==> src/rtl/plurality_voter_if.sv <==
// plurality_voter_if: vote input stream and result output stream of plurality_voter_seq.
// The tie signal exists only when VOTE_TIE_FLAG_EN is defined.
interface plurality_voter_if #(
  parameter int CAND_W = 2,
  parameter int CNT_W  = 4
);
  logic              vote_valid;
  logic              vote_ready;
  logic [CAND_W-1:0] vote_data;
  logic              res_valid;
  logic              res_ready;
  logic [CAND_W-1:0] winner;
  logic [CNT_W-1:0]  winner_count;
`ifdef VOTE_TIE_FLAG_EN
  logic              tie;
  modport master (output vote_valid, vote_data, res_ready,
                  input vote_ready, res_valid, winner, winner_count, tie);
  modport slave  (input vote_valid, vote_data, res_ready,
                  output vote_ready, res_valid, winner, winner_count, tie);
`else
  modport master (output vote_valid, vote_data, res_ready,
                  input vote_ready, res_valid, winner, winner_count);
  modport slave  (input vote_valid, vote_data, res_ready,
                  output vote_ready, res_valid, winner, winner_count);
`endif
endinterface

==> src/rtl/plurality_voter_seq.sv <==
// plurality_voter_seq: collects N_VOTERS votes, tallies them, scans one candidate per cycle for the plurality winner.
// Optional VOTE_TIE_FLAG_EN adds a tie output flagging a shared maximal nonzero count.
module plurality_voter_seq #(
  parameter int  N_VOTERS = 8,
  parameter int  N_CAND   = 3,
  parameter int  CAND_W   = 2,
  localparam int CNT_W    = $clog2(N_VOTERS + 1)
) (
  input  logic            clk,
  input  logic            rst_n,
  input  logic            start,
  plurality_voter_if.slave bus
);
  typedef enum logic [1:0] {IDLE, COLLECT, SCAN, DONE} state_t;
  state_t            state, state_n;
  logic [CNT_W-1:0]  tally [1:N_CAND];
  logic [CNT_W-1:0]  cnt, best_cnt, win_cnt, nb_cnt, cur;
  logic [CAND_W-1:0] idx, best_code, win_code, nb_code;
  logic              accept, last, scan_end, take;
  assign cur = tally[idx];
  always_ff @(posedge clk or negedge rst_n)
    if (!rst_n) state <= IDLE;
    else        state <= state_n;
  always_comb begin
    bus.vote_ready = state == COLLECT;
    bus.res_valid  = state == DONE;
    accept   = bus.vote_valid && state == COLLECT;
    last     = accept && cnt == CNT_W'(N_VOTERS - 1);
    scan_end = state == SCAN && idx == CAND_W'(N_CAND);
    take     = cur > best_cnt;
    nb_code  = take ? idx : best_code;
    nb_cnt   = take ? cur : best_cnt;
    state_n  = state == IDLE && start           ? COLLECT :
               last                              ? SCAN    :
               scan_end                          ? DONE    :
               state == DONE && bus.res_ready    ? IDLE    : state;
  end
  always_ff @(posedge clk or negedge rst_n)
    if (!rst_n) begin
      cnt       <= '0;
      idx       <= '0;
      best_code <= '0;
      best_cnt  <= '0;
      win_code  <= '0;
      win_cnt   <= '0;
      for (int c = 1; c <= N_CAND; c++) tally[c] <= '0;
    end else begin
      if (state == IDLE && start) begin
        cnt <= '0;
        for (int c = 1; c <= N_CAND; c++) tally[c] <= '0;
      end
      // abstain codes advance the vote counter but match no tally slot
      if (accept) begin
        cnt <= cnt + 1'b1;
        for (int c = 1; c <= N_CAND; c++)
          if (bus.vote_data == CAND_W'(c)) tally[c] <= tally[c] + 1'b1;
      end
      if (last) begin
        idx       <= CAND_W'(1);
        best_code <= '0;
        best_cnt  <= '0;
      end
      if (state == SCAN) begin
        idx       <= idx + 1'b1;
        best_code <= nb_code;
        best_cnt  <= nb_cnt;
      end
      if (scan_end) begin
        win_code <= nb_code;
        win_cnt  <= nb_cnt;
      end
    end
  assign bus.winner       = win_code;
  assign bus.winner_count = win_cnt;
`ifdef VOTE_TIE_FLAG_EN
  logic tie_run, tie_out, tie_nx;
  // a new strict leader discards any tie found at a lower count
  assign tie_nx = take ? 1'b0 : (cur == best_cnt && best_cnt != '0) ? 1'b1 : tie_run;
  always_ff @(posedge clk or negedge rst_n)
    if (!rst_n) begin
      tie_run <= 1'b0;
      tie_out <= 1'b0;
    end else begin
      if (last) begin
        tie_run <= 1'b0;
        tie_out <= 1'b0;
      end
      if (state == SCAN) tie_run <= tie_nx;
      if (scan_end) tie_out <= tie_nx;
    end
  assign bus.tie = tie_out;
`endif
endmodule

==> src/flat_wrapper.sv <==
// flat-port wrapper written by rule: the top's interface ports become plain ports
module plurality_voter_seq_flat 
#(
  parameter int  N_VOTERS = 8,
  parameter int  N_CAND   = 3,
  parameter int  CAND_W   = 2,
  localparam int CNT_W    = $clog2(N_VOTERS + 1)
)
  (clk, rst_n, start, bus_vote_valid, bus_vote_data, bus_res_ready, bus_vote_ready, bus_res_valid, bus_winner, bus_winner_count);
  plurality_voter_if #(.CAND_W(CAND_W), .CNT_W(($clog2((8) + 1)))) bus_i ();
  input  logic clk;
  input  logic rst_n;
  input  logic start;
  input wire logic [$bits(bus_i.vote_valid)-1:0] bus_vote_valid;
  input wire logic [$bits(bus_i.vote_data)-1:0] bus_vote_data;
  input wire logic [$bits(bus_i.res_ready)-1:0] bus_res_ready;
  output wire logic [$bits(bus_i.vote_ready)-1:0] bus_vote_ready;
  output wire logic [$bits(bus_i.res_valid)-1:0] bus_res_valid;
  output wire logic [$bits(bus_i.winner)-1:0] bus_winner;
  output wire logic [$bits(bus_i.winner_count)-1:0] bus_winner_count;
  assign bus_i.vote_valid = bus_vote_valid;
  assign bus_i.vote_data = bus_vote_data;
  assign bus_i.res_ready = bus_res_ready;
  assign bus_vote_ready = bus_i.vote_ready;
  assign bus_res_valid = bus_i.res_valid;
  assign bus_winner = bus_i.winner;
  assign bus_winner_count = bus_i.winner_count;
  plurality_voter_seq #(.N_VOTERS(N_VOTERS), .N_CAND(N_CAND), .CAND_W(CAND_W)) u_core (.clk(clk), .rst_n(rst_n), .start(start), .bus(bus_i));
endmodule
==> config.mk <==
export PLATFORM = sky130hd
export DESIGN_NAME = plurality_voter_seq_flat
export DESIGN_NICKNAME = d
export VERILOG_FILES = /design/src/rtl/plurality_voter_if.sv /design/src/rtl/plurality_voter_seq.sv /design/src/flat_wrapper.sv
export SDC_FILE = /design/constraint.sdc
export NUM_CORES = 1
export LEC_CHECK = 0
export BUFFER_PORTS_ARGS = -buffer_cell sky130_fd_sc_hd__buf_4
export CORE_MARGIN = 2
export CORE_UTILIZATION = 45
export DETAILED_ROUTE_END_ITERATION = 8
export SLEW_MARGIN = 20
export SYNTH_ARGS = -nofsm -noshare
export SYNTH_HDL_FRONTEND = slang
export SYNTH_SLANG_ARGS = --single-unit
==> constraint.sdc <==
create_clock -name clk -period 4.8 [get_ports clk]
set_input_delay 0.96 -clock clk [delete_from_list [all_inputs] [get_ports clk]]
set_output_delay 0.96 -clock clk [all_outputs]
set_load 0.01 [all_outputs]
==> flow_summary.ini, run 1 <==
[worst_setup_path]
cp_max_fo = 13
crit_type = register to register
critPathCaptureType = register
critPathRequiredTime_ps = 4990
start_kind = register
arrival_ps = 2830

[placement]
gp_congestion = 0.891
place_area_mm2 = 0.00192
post-dp-hpwl_um = 2760
dpl_worst_slack_ps = 2200
dpl.cell_count = 238
io_buffers = 14

[yosys]
mappedNetlistArea_mm2 = 0.00180
synthMuxAreaShare = 0.0362
ys_ff_latch = 32
ys_seq_area_frac = 0.446
synthAdderAreaFrac = 0.0627
syn-instance-count = 185
synth_warnings = 0
yosysUniqueCellTypes = 38
synthXorXnorAreaFrac = 0.00975
synth-simple-area-share = 0.212
syn_area_per_cell_um2 = 9.71
synth_nets = 201
synth_compound_area_frac = 0.185
synth_top_family_by_area = simple AND/OR/NAND/NOR gates

[floorplan]
rows = 22
start_util = 0.480
die_h_um = 67.2
dieArea_mm2 = 0.00451
coreArea_mm2 = 0.00374
die_x_um = 67.2
boundaryPins = 15

[routing]
drc = 0
routed_via_density = 5.84
wl_um = 3690
vias = 1430
drt_iter0_markers = 117
wire_per_inst_um = 15.0
postRouteAntennaNets = 0
drt-pass1-iter-count = 4

[power]
total_leakage_power_nw = 0.935
p_int_mw = 0.670
power_frac_comb = 0.371
powerDensity_mw_per_mm2 = 539
vdd_drop_max_v = 0.000233
p_sw_frac = 0.383
clkPwrFrac = 0.205
seq_power_share = 0.424
p_switching_mw = 0.415

[timing]
worst_slack_ps = 2160
slew_violations = 0
finalCritPeriodShare = 0.550
worstMarginPinSlew_ps = 783
slew_headroom = 0.477
finalSetupViolCount = 0
finalHoldViolCount = 0
rsz0062_at_grt = false
finalClockSkew_ps = 3.83
timing.final.crit_period_ps = 2640
fmax_mhz = 379
tns_ps = 0

[clock_tree]
post_cts_buffers = 0
cts_sinks = 32
clk_pin_slew_ps = 60
clock_latency_ps = 290
cts_root_buf = clkbuf_8
cts_max_level = 2
cts_resized = 0
hold_buffers = 0
cts_buffers = 5
cts_tree = built
clk_path_buf_depth = 2

[finish]
diodes = 0
finalNetCount = 213
area_growth_pct = 12.0
design_area_mm2 = 0.00201
layout-drive-gt1-share = 0.178
fin_cells = 245
utilization = 0.537

[run]
cap_viol_max_count = 0

[grt]
grt_max_degree = 33
grt_pass1_wl_um = 6720
overflow = 0
grt_antenna_before_repair = 0
grtUsageTotal = 0.201
grt_pass1_vias = 1436

[hold_path]
worstHoldPathType = register to register

[run_status]
outcome = complete, no violations
[sequential cells by signal, indices dropped and copies added, names as in the netlist]
name and count:
u_core.best_code 2, u_core.bus.winner_count 4, u_core.best_cnt 4, u_core.cnt 4, u_core.bus.winner 2, u_core.tally 12
u_core.state 2, u_core.idx 2
[kinds of logic after synthesis]
logic type	Yosys count
AO/OA/AOI/OAI	45
AND/OR/NAND/NOR	71
flip-flops	32
XOR/XNOR	2
buffers and inverters	20
adder cells (fa/ha/maj)	9
multiplexers	6
[final timing paths]
kind                                                             start  slack [ps]                                endpoint  cells after the start
worst max-delay path                         u_core.idx[1]$_DFFE_PN0P_        2160          u_core.best_cnt[1]$_DFFE_PN0P_                      7
worst min-delay path            u_core.bus.winner_count[2]$_DFFE_PN0P_         480  u_core.bus.winner_count[2]$_DFFE_PN0P_                      2
worst max register to register               u_core.idx[1]$_DFFE_PN0P_        2160          u_core.best_cnt[1]$_DFFE_PN0P_                      7
worst min register to register  u_core.bus.winner_count[2]$_DFFE_PN0P_         480  u_core.bus.winner_count[2]$_DFFE_PN0P_                      2
max in group asynchronous                                        rst_n        3900               u_core.cnt[2]$_DFFE_PN0P_                      1
min in group asynchronous                                        rst_n         600  u_core.bus.winner_count[0]$_DFFE_PN0P_                      1
[metal layers]
metal	track usage	routed length [um]	vias up
met1	0.255	1700	690
met3	0.0350	128	9
met2	0.319	1740	31
li1	-	-	700
met4	0.120	116	0
met5	0	0	-
[cell usage after synthesis]
master	number	area share
dfrtp_1	32	0.45
nand2_1	21	0.044
o21ai_0	13	0.036
nand3_1	12	0.033
nand4_1	12	0.042
inv_1	11	0.023
ha_1	9	0.063
a21oi_1	8	0.022
nor2b_1	6	0.021
o31ai_2	6	0.042
a22o_1	5	0.024
nor3_1	5	0.014
o31ai_1	5	0.021
buf_2	4	0.011
mux2_2	4	0.025
and2_1	3	0.010
clkbuf_1	3	0.0063
mux2i_1	2	0.011
nor2_1	2	0.0042
o211ai_1	2	0.0084
or3_1	2	0.0070
xnor2_1	2	0.0098
a21o_1	1	0.0042
and2_0	1	0.0035
and3_4	1	0.0063
and3b_1	1	0.0049
and4b_1	1	0.0056
buf_1	1	0.0021
buf_6	1	0.0063
nand3b_1	1	0.0042
o21a_1	1	0.0042
o22ai_1	1	0.0035
o311a_1	1	0.0056
o311ai_2	1	0.0091
o41ai_1	1	0.0049
or2_1	1	0.0035
or2_2	1	0.0035
or3b_2	1	0.0049
[cell usage in the layout, fill, tap and decap left out, drive strengths merged]
master and instances:
a21o 1, o31ai 11, o311ai 1, or2 2, mux2 4, mux2i 2, nor3 5, xnor2 2
and3b 1, o211ai 2, o21a 1, nand2 21, clkbuf 7, nand3 12, inv 11, ha 9
nor2 2, or3 2, o22ai 1, buf 14, nor2b 6, a22o 5, or3b 1, a21oi 8
nand4 12, o21ai 13, and2 4, and3 1, o311a 1, dfrtp 32, nand3b 1, and4b 1
o41ai 1
[critical path, cell delays in order, from the launching register on]
cell	delay, ps
dfrtp_1	500
mux2_2	370
a22o_1	220
ha_1	300
or3_1	390
o311a_1	260
and3_4	290
o31ai_2	200
[area by class of cell]
| cell class | count | area (um^2) |
|---|---|---|
| flip-flops and latches | 32 | 801 |
| multi-input cells | 133 | 908 |
| fillers | 374 | 1730 |
| repair buffers | 14 | 105 |
| well taps | 48 | 60.1 |
| inverters | 11 | 41.3 |
| clock buffers | 7 | 96.3 |
[per-stage QoR]
stage	power, mW	hold slack [ps]
after floorplan	0.755	442
after detailed placement	0.867	469
after global placement	0.850	468
final	1.09	477
after global routing	1.19	528
after CTS	1.09	484
[power by group through the flow]
stage | registers, mW | clock network (mW) | logic (mW)
floorplan | 0.424 | 0 | 0.330
global placement | 0.459 | 0 | 0.391
detailed placement | 0.463 | 0 | 0.404
CTS | 0.458 | 0.229 | 0.406
global route | 0.476 | 0.242 | 0.469
finish | 0.460 | 0.223 | 0.403
Note: power is estimated with default switching activity, not from simulation.
==> inputs of run 2 (changes only) <==
--- a/config.mk
+++ b/config.mk
@@ -5,10 +5,12 @@
 export SDC_FILE = /design/constraint.sdc
 export NUM_CORES = 1
 export LEC_CHECK = 0
+export ABC_AREA = 1
 export BUFFER_PORTS_ARGS = -buffer_cell sky130_fd_sc_hd__buf_4
 export CORE_MARGIN = 2
 export CORE_UTILIZATION = 45
 export DETAILED_ROUTE_END_ITERATION = 8
+export PLACE_DENSITY = 0.65
 export SLEW_MARGIN = 20
 export SYNTH_ARGS = -nofsm -noshare
 export SYNTH_HDL_FRONTEND = slang
==> constraint.sdc (replaced) <==
create_clock -name clk -period 2.3 [get_ports clk]
set_input_delay 0.46 -clock clk [delete_from_list [all_inputs] [get_ports clk]]
set_output_delay 0.46 -clock clk [all_outputs]
set_load 0.01 [all_outputs]
==> flow_summary.ini, run 2 <==
[finish]
design_area_mm2 = 0.00205
largest_register_ffs = 12
fill_cells = 378
layout_commonest_cell = nand2_1
area_growth_pct = 14.7
layout-drive-gt1-share = 0.153
finalNetCount = 264
regMostFlops = u_core.tally
final_cell_mix = nand2_1, nand3_1, dfrtp_1
diodes = 0

[yosys]
ys.flop_type = dfrtp_1
syn-instance-count = 227
yosysUniqueCellTypes = 23
synth_top_area_cell = dfrtp_1
ys_top_cells_by_count = nand2_1, nand3_1, dfrtp_1
mappedNetlistArea_mm2 = 0.00178
synth-async-reset-ratio = 1.00
syn_area_per_cell_um2 = 7.85
synth_warnings = 0
synthTopCellsByArea = dfrtp_1, nand2_1, nand3_1
ys_seq_area_frac = 0.449
synth_top_area_frac = 0.449
synth_most_common_cell = nand2_1
ys_ff_latch = 32
synth-edff-count = 0
synth_nets = 243

[grt]
grt_antenna_before_repair = 0
grtUsageTotal = 0.191
overflow = 0
grt_max_degree = 33
grt_pass1_vias = 1415
grt_pass1_wl_um = 6260

[worst_setup_path]
critPathRequiredTime_ps = 2470
crit_type = register to register
path_cells = inv_1 > nand2_1 > nand3_1 > inv_1 > ha_1 > a21oi_1 > nand2_1 > nand2_1 > nand2_1 > nand3_1 > nand2_1
arrival_ps = 2230
crit_top_cell = nand2_1
cp_max_fo = 10
crit_path_top_delay_cell = dfrtp_2
cp.buffers_inverters = 2
max_stage_delay_ps = 480
critPathCaptureType = register
crit_family = simple AND/OR/NAND/NOR gates
start_kind = register

[hold_path]
worstHoldPathType = input port to asynchronous set/reset pin

[floorplan]
coreArea_mm2 = 0.00374
die_x_um = 66.9
die_h_um = 66.9
boundaryPins = 15
rows = 22
dieArea_mm2 = 0.00448
start_util = 0.476

[placement]
post-dp-hpwl_um = 2540
dpl_worst_slack_ps = 297
io_buffers = 14
place_area_mm2 = 0.00195
gp_congestion = 0.849

[timing]
finalHoldViolCount = 0
finalCritPeriodShare = 0.896
worst_slack_ps = 240
worstMarginPinSlew_ps = 425
timing.final.crit_period_ps = 2060
finalSetupViolCount = 0
fmax_mhz = 485
slew_headroom = 0.716
tns_ps = 0
slew_violations = 0
finalClockSkew_ps = 5.26
rsz0062_at_grt = false

[routing]
drt-pass1-iter-count = 5
postRouteAntennaNets = 0
wl_um = 3540
drt_iter0_markers = 76
drc = 0
wire_per_inst_um = 11.9
vias = 1464
routed_via_density = 4.93

[clock_tree]
cts_buffers = 5
cts_root_buf = clkbuf_8
clk_pin_slew_ps = 70
cts_sinks = 32
cts_tree = built
post_cts_buffers = 0
cts_max_level = 2
clk_path_buf_depth = 2
clock_latency_ps = 280

[power]
total_leakage_power_nw = 1.10
powerDensity_mw_per_mm2 = 1340
vdd_drop_max_v = 0.000606

[run]
cap_viol_max_count = 0

[run_status]
outcome = complete, no violations
run 2: kinds of logic after synthesis:
logic type | after synthesis | synth area share
AO/OA/AOI/OAI | 22 | 0.0737
XOR/XNOR | 6 | 0.0295
adder cells (fa/ha/maj) | 9 | 0.0632
buffers and inverters | 36 | 0.0786
flip-flops | 32 | 0.449
AND/OR/NAND/NOR | 122 | 0.306
run 2: metrics by stage:
step	instances	hold WS, ps	power [mW]	util
finish	297	107	2.74	0.546
global route	297	134	3.03	0.546
CTS	297	126	2.75	0.546
detailed placement	289	431	2.28	0.521
global placement	289	426	2.26	0.521
floorplan	227	164	1.90	-
run 2: final timing paths:
| kind | startpoint | endpoint | slack (ps) | cells past startpoint |
|---|---|---|---|---|
| max in group asynchronous | rst_n | u_core.idx[0]$_DFFE_PN0P_ | 1880 | 1 |
| min in group clk | u_core.cnt[3]$_DFFE_PN0P_ | u_core.cnt[3]$_DFFE_PN0P_ | 470 | 1 |
| min | rst_n | u_core.tally[2]$_DFF_PN0_ | 110 | 1 |
| max reg2reg | u_core.idx[0]$_DFFE_PN0P_ | u_core.best_code[0]$_DFFE_PN0P_ | 240 | 11 |
| min reg2reg | u_core.cnt[3]$_DFFE_PN0P_ | u_core.cnt[3]$_DFFE_PN0P_ | 470 | 1 |
| max | u_core.idx[0]$_DFFE_PN0P_ | u_core.best_code[0]$_DFFE_PN0P_ | 240 | 11 |
run 2: power by group:
part | total [mW] | switching, mW | internal, mW
Combinational | 1.32 | 0.833 | 0.486
Sequential | 0.976 | 0.190 | 0.786
Clock | 0.449 | 0.206 | 0.243
run 2: layout make-up:
cell class | instances | area [um^2] | area share
timing repair buffer | 15 | 113 | 0.0550
inverter | 35 | 135 | 0.0661
sequential | 32 | 802 | 0.392
clock inverter | 1 | 7.51 | 0.00367
clock buffer | 7 | 86.3 | 0.0422
tap | 48 | 60.1 | 0.0294
multi-input combinational | 159 | 842 | 0.412
run 2: repair_timing:
item | CTS | global route
resized for setup | 0 | 1
hold buffers | 0 | 0
setup endpoints to repair | 0 | 10
run 2: per-layer routing:
layer	part of all wire	vias up	wire (um)	global-route usage
li1	-	758	-	-
met1	0.50	664	1750	0.247
met2	0.44	36	1570	0.294
met3	0.050	6	177	0.0557
met4	0.012	0	41	0.0842
met5	0	-	0	0
==> inputs of run 3 (changes only) <==
==> constraint.sdc (replaced) <==
create_clock -name clk -period 2.3 [get_ports clk]
set_input_delay 0.115 -clock clk [delete_from_list [all_inputs] [get_ports clk]]
set_output_delay 0.115 -clock clk [all_outputs]
set_load 0.01 [all_outputs]
==> flow_summary.ini, run 3 (synthesis gave the netlist of run 2 again) <==
[floorplan]
dieArea_mm2 = 0.00448
rows = 22
die_h_um = 66.9
die_x_um = 66.9
boundaryPins = 15
start_util = 0.476
coreArea_mm2 = 0.00374

[routing]
wire_per_inst_um = 11.9
drt-pass1-iter-count = 4
drt_iter0_markers = 75
postRouteAntennaNets = 0
routed_via_density = 4.90
vias = 1461
wl_um = 3540
drc = 0

[grt]
grt_max_degree = 33
grt_antenna_before_repair = 0
grtUsageTotal = 0.191
grt_pass1_wl_um = 6270
grt_pass1_vias = 1421
overflow = 0

[run]
cap_viol_max_count = 0

[timing]
rsz0062_at_grt = false
finalCritPeriodShare = 0.892
finalClockSkew_ps = 4.88
finalHoldViolCount = 0
slew_violations = 0
finalSetupViolCount = 0
timing.final.crit_period_ps = 2050
tns_ps = 0
slew_headroom = 0.716
fmax_mhz = 488
worstMarginPinSlew_ps = 425

[placement]
gp_congestion = 0.849
post-dp-hpwl_um = 2540
io_buffers = 14
dpl.cell_count = 289

[finish]
diodes = 0
regMostFlops = u_core.tally
layout_commonest_cell = nand2_1
layout-drive-gt1-share = 0.152
largest_register_ffs = 12
area_growth_pct = 15.3
finalNetCount = 265
final_cell_mix = nand2_1, nand3_1, dfrtp_1
fin_cells = 298

[clock_tree]
cts_tree = built
clk_path_buf_depth = 2
cts_buffers = 5
cts_sinks = 32
cts_root_buf = clkbuf_8
clock_latency_ps = 280
clk_pin_slew_ps = 70
cts_max_level = 2

[hold_path]
worstHoldPathType = input port to register

[power]
p_switching_mw = 1.23
powerDensity_mw_per_mm2 = 1340
p_sw_frac = 0.448
clkPwrFrac = 0.164
vdd_drop_max_v = 0.000608
p_int_mw = 1.52
total_power_mw = 2.75
power_frac_comb = 0.481
total_leakage_power_nw = 1.10
seq_power_share = 0.355

[worst_setup_path]
start_kind = register
arrival_ps = 2220
crit_type = register to register
cp_max_fo = 10
critPathCaptureType = register
critPathRequiredTime_ps = 2470

[run_status]
outcome = complete, no violations
==> run 3: cell count changes in the layout (fill, tap and decap cells not counted), sizes merged <==
cell         previous run  this run
dlygate4sd3             0         1
==> run 3: through the flow <==
stage | hold WS [ps] | utilization | setup slack [ps] | area, um^2
floorplan | -181 | - | 449 | 1780
global placement | 81.4 | 0.521 | 298 | 1950
detailed placement | 86.2 | 0.521 | 297 | 1950
CTS | 210 | 0.549 | 257 | 2050
global route | 232 | 0.549 | 21.5 | 2060
finish | 206 | 0.549 | 249 | 2060
==> run 3: per-layer routing <==
metal	vias up	share of wire	track usage
li1	760	-	-
met1	665	0.50	0.247
met2	30	0.44	0.295
met3	6	0.045	0.0557
met4	0	0.013	0.0842
met5	-	0	0
==> run 3: layout make-up <==
class / instances / area [um^2]
multi-input cells: 159 / 842
fillers: 378 / 1690
flip-flops and latches: 32 / 802
repair buffers: 16 / 123
well taps: 48 / 60.1
inverters: 35 / 135
clock inverters: 1 / 7.51
clock buffers: 7 / 86.3
==> run 3: timing repair <==
| item | in CTS | in global routing |
|---|---|---|
| hold buffers | 1 | 0 |
| endpoints found under the setup margin | 0 | 10 |
| resized for setup | 0 | 1 |
| buffers inserted | 0 | 0 |
| hold endpoints to repair | 32 | 0 |
==> run 3: final timing paths <==
check | slack (ps) | cells after the start | start | end
setup / recovery | 250 | 11 | u_core.idx[0]$_DFFE_PN0P_ | u_core.best_code[0]$_DFFE_PN0P_
hold / removal | 210 | 4 | bus_res_ready | u_core.state[1]$_DFFE_PN0P_
setup reg to reg | 250 | 11 | u_core.idx[0]$_DFFE_PN0P_ | u_core.best_code[0]$_DFFE_PN0P_
hold reg to reg | 470 | 1 | u_core.cnt[3]$_DFFE_PN0P_ | u_core.cnt[3]$_DFFE_PN0P_
max in group asynchronous | 1680 | 2 | rst_n | u_core.idx[0]$_DFFE_PN0P_
min in group asynchronous | 310 | 2 | rst_n | u_core.tally[2]$_DFF_PN0_
==> run 3: worst max-delay path: stages (launching register included) <==
cell and delay [ps]:
dfrtp_2 470, inv_1 180, nand2_1 90, nand3_1 110, inv_1 50, ha_1 280, a21oi_1 150, nand2_1 160
nand2_1 200, nand2_1 100, nand3_1 80, nand2_1 50
==> run 3: power groups by stage <==
stage / Sequential (mW) / Clock [mW] / Combinational [mW]
finish: 0.975 / 0.450 / 1.32
floorplan: 0.953 / 0 / 0.948
CTS: 0.973 / 0.457 / 1.32
global placement: 0.975 / 0 / 1.29
detailed placement: 0.978 / 0 / 1.30
global route: 1.01 / 0.492 / 1.53
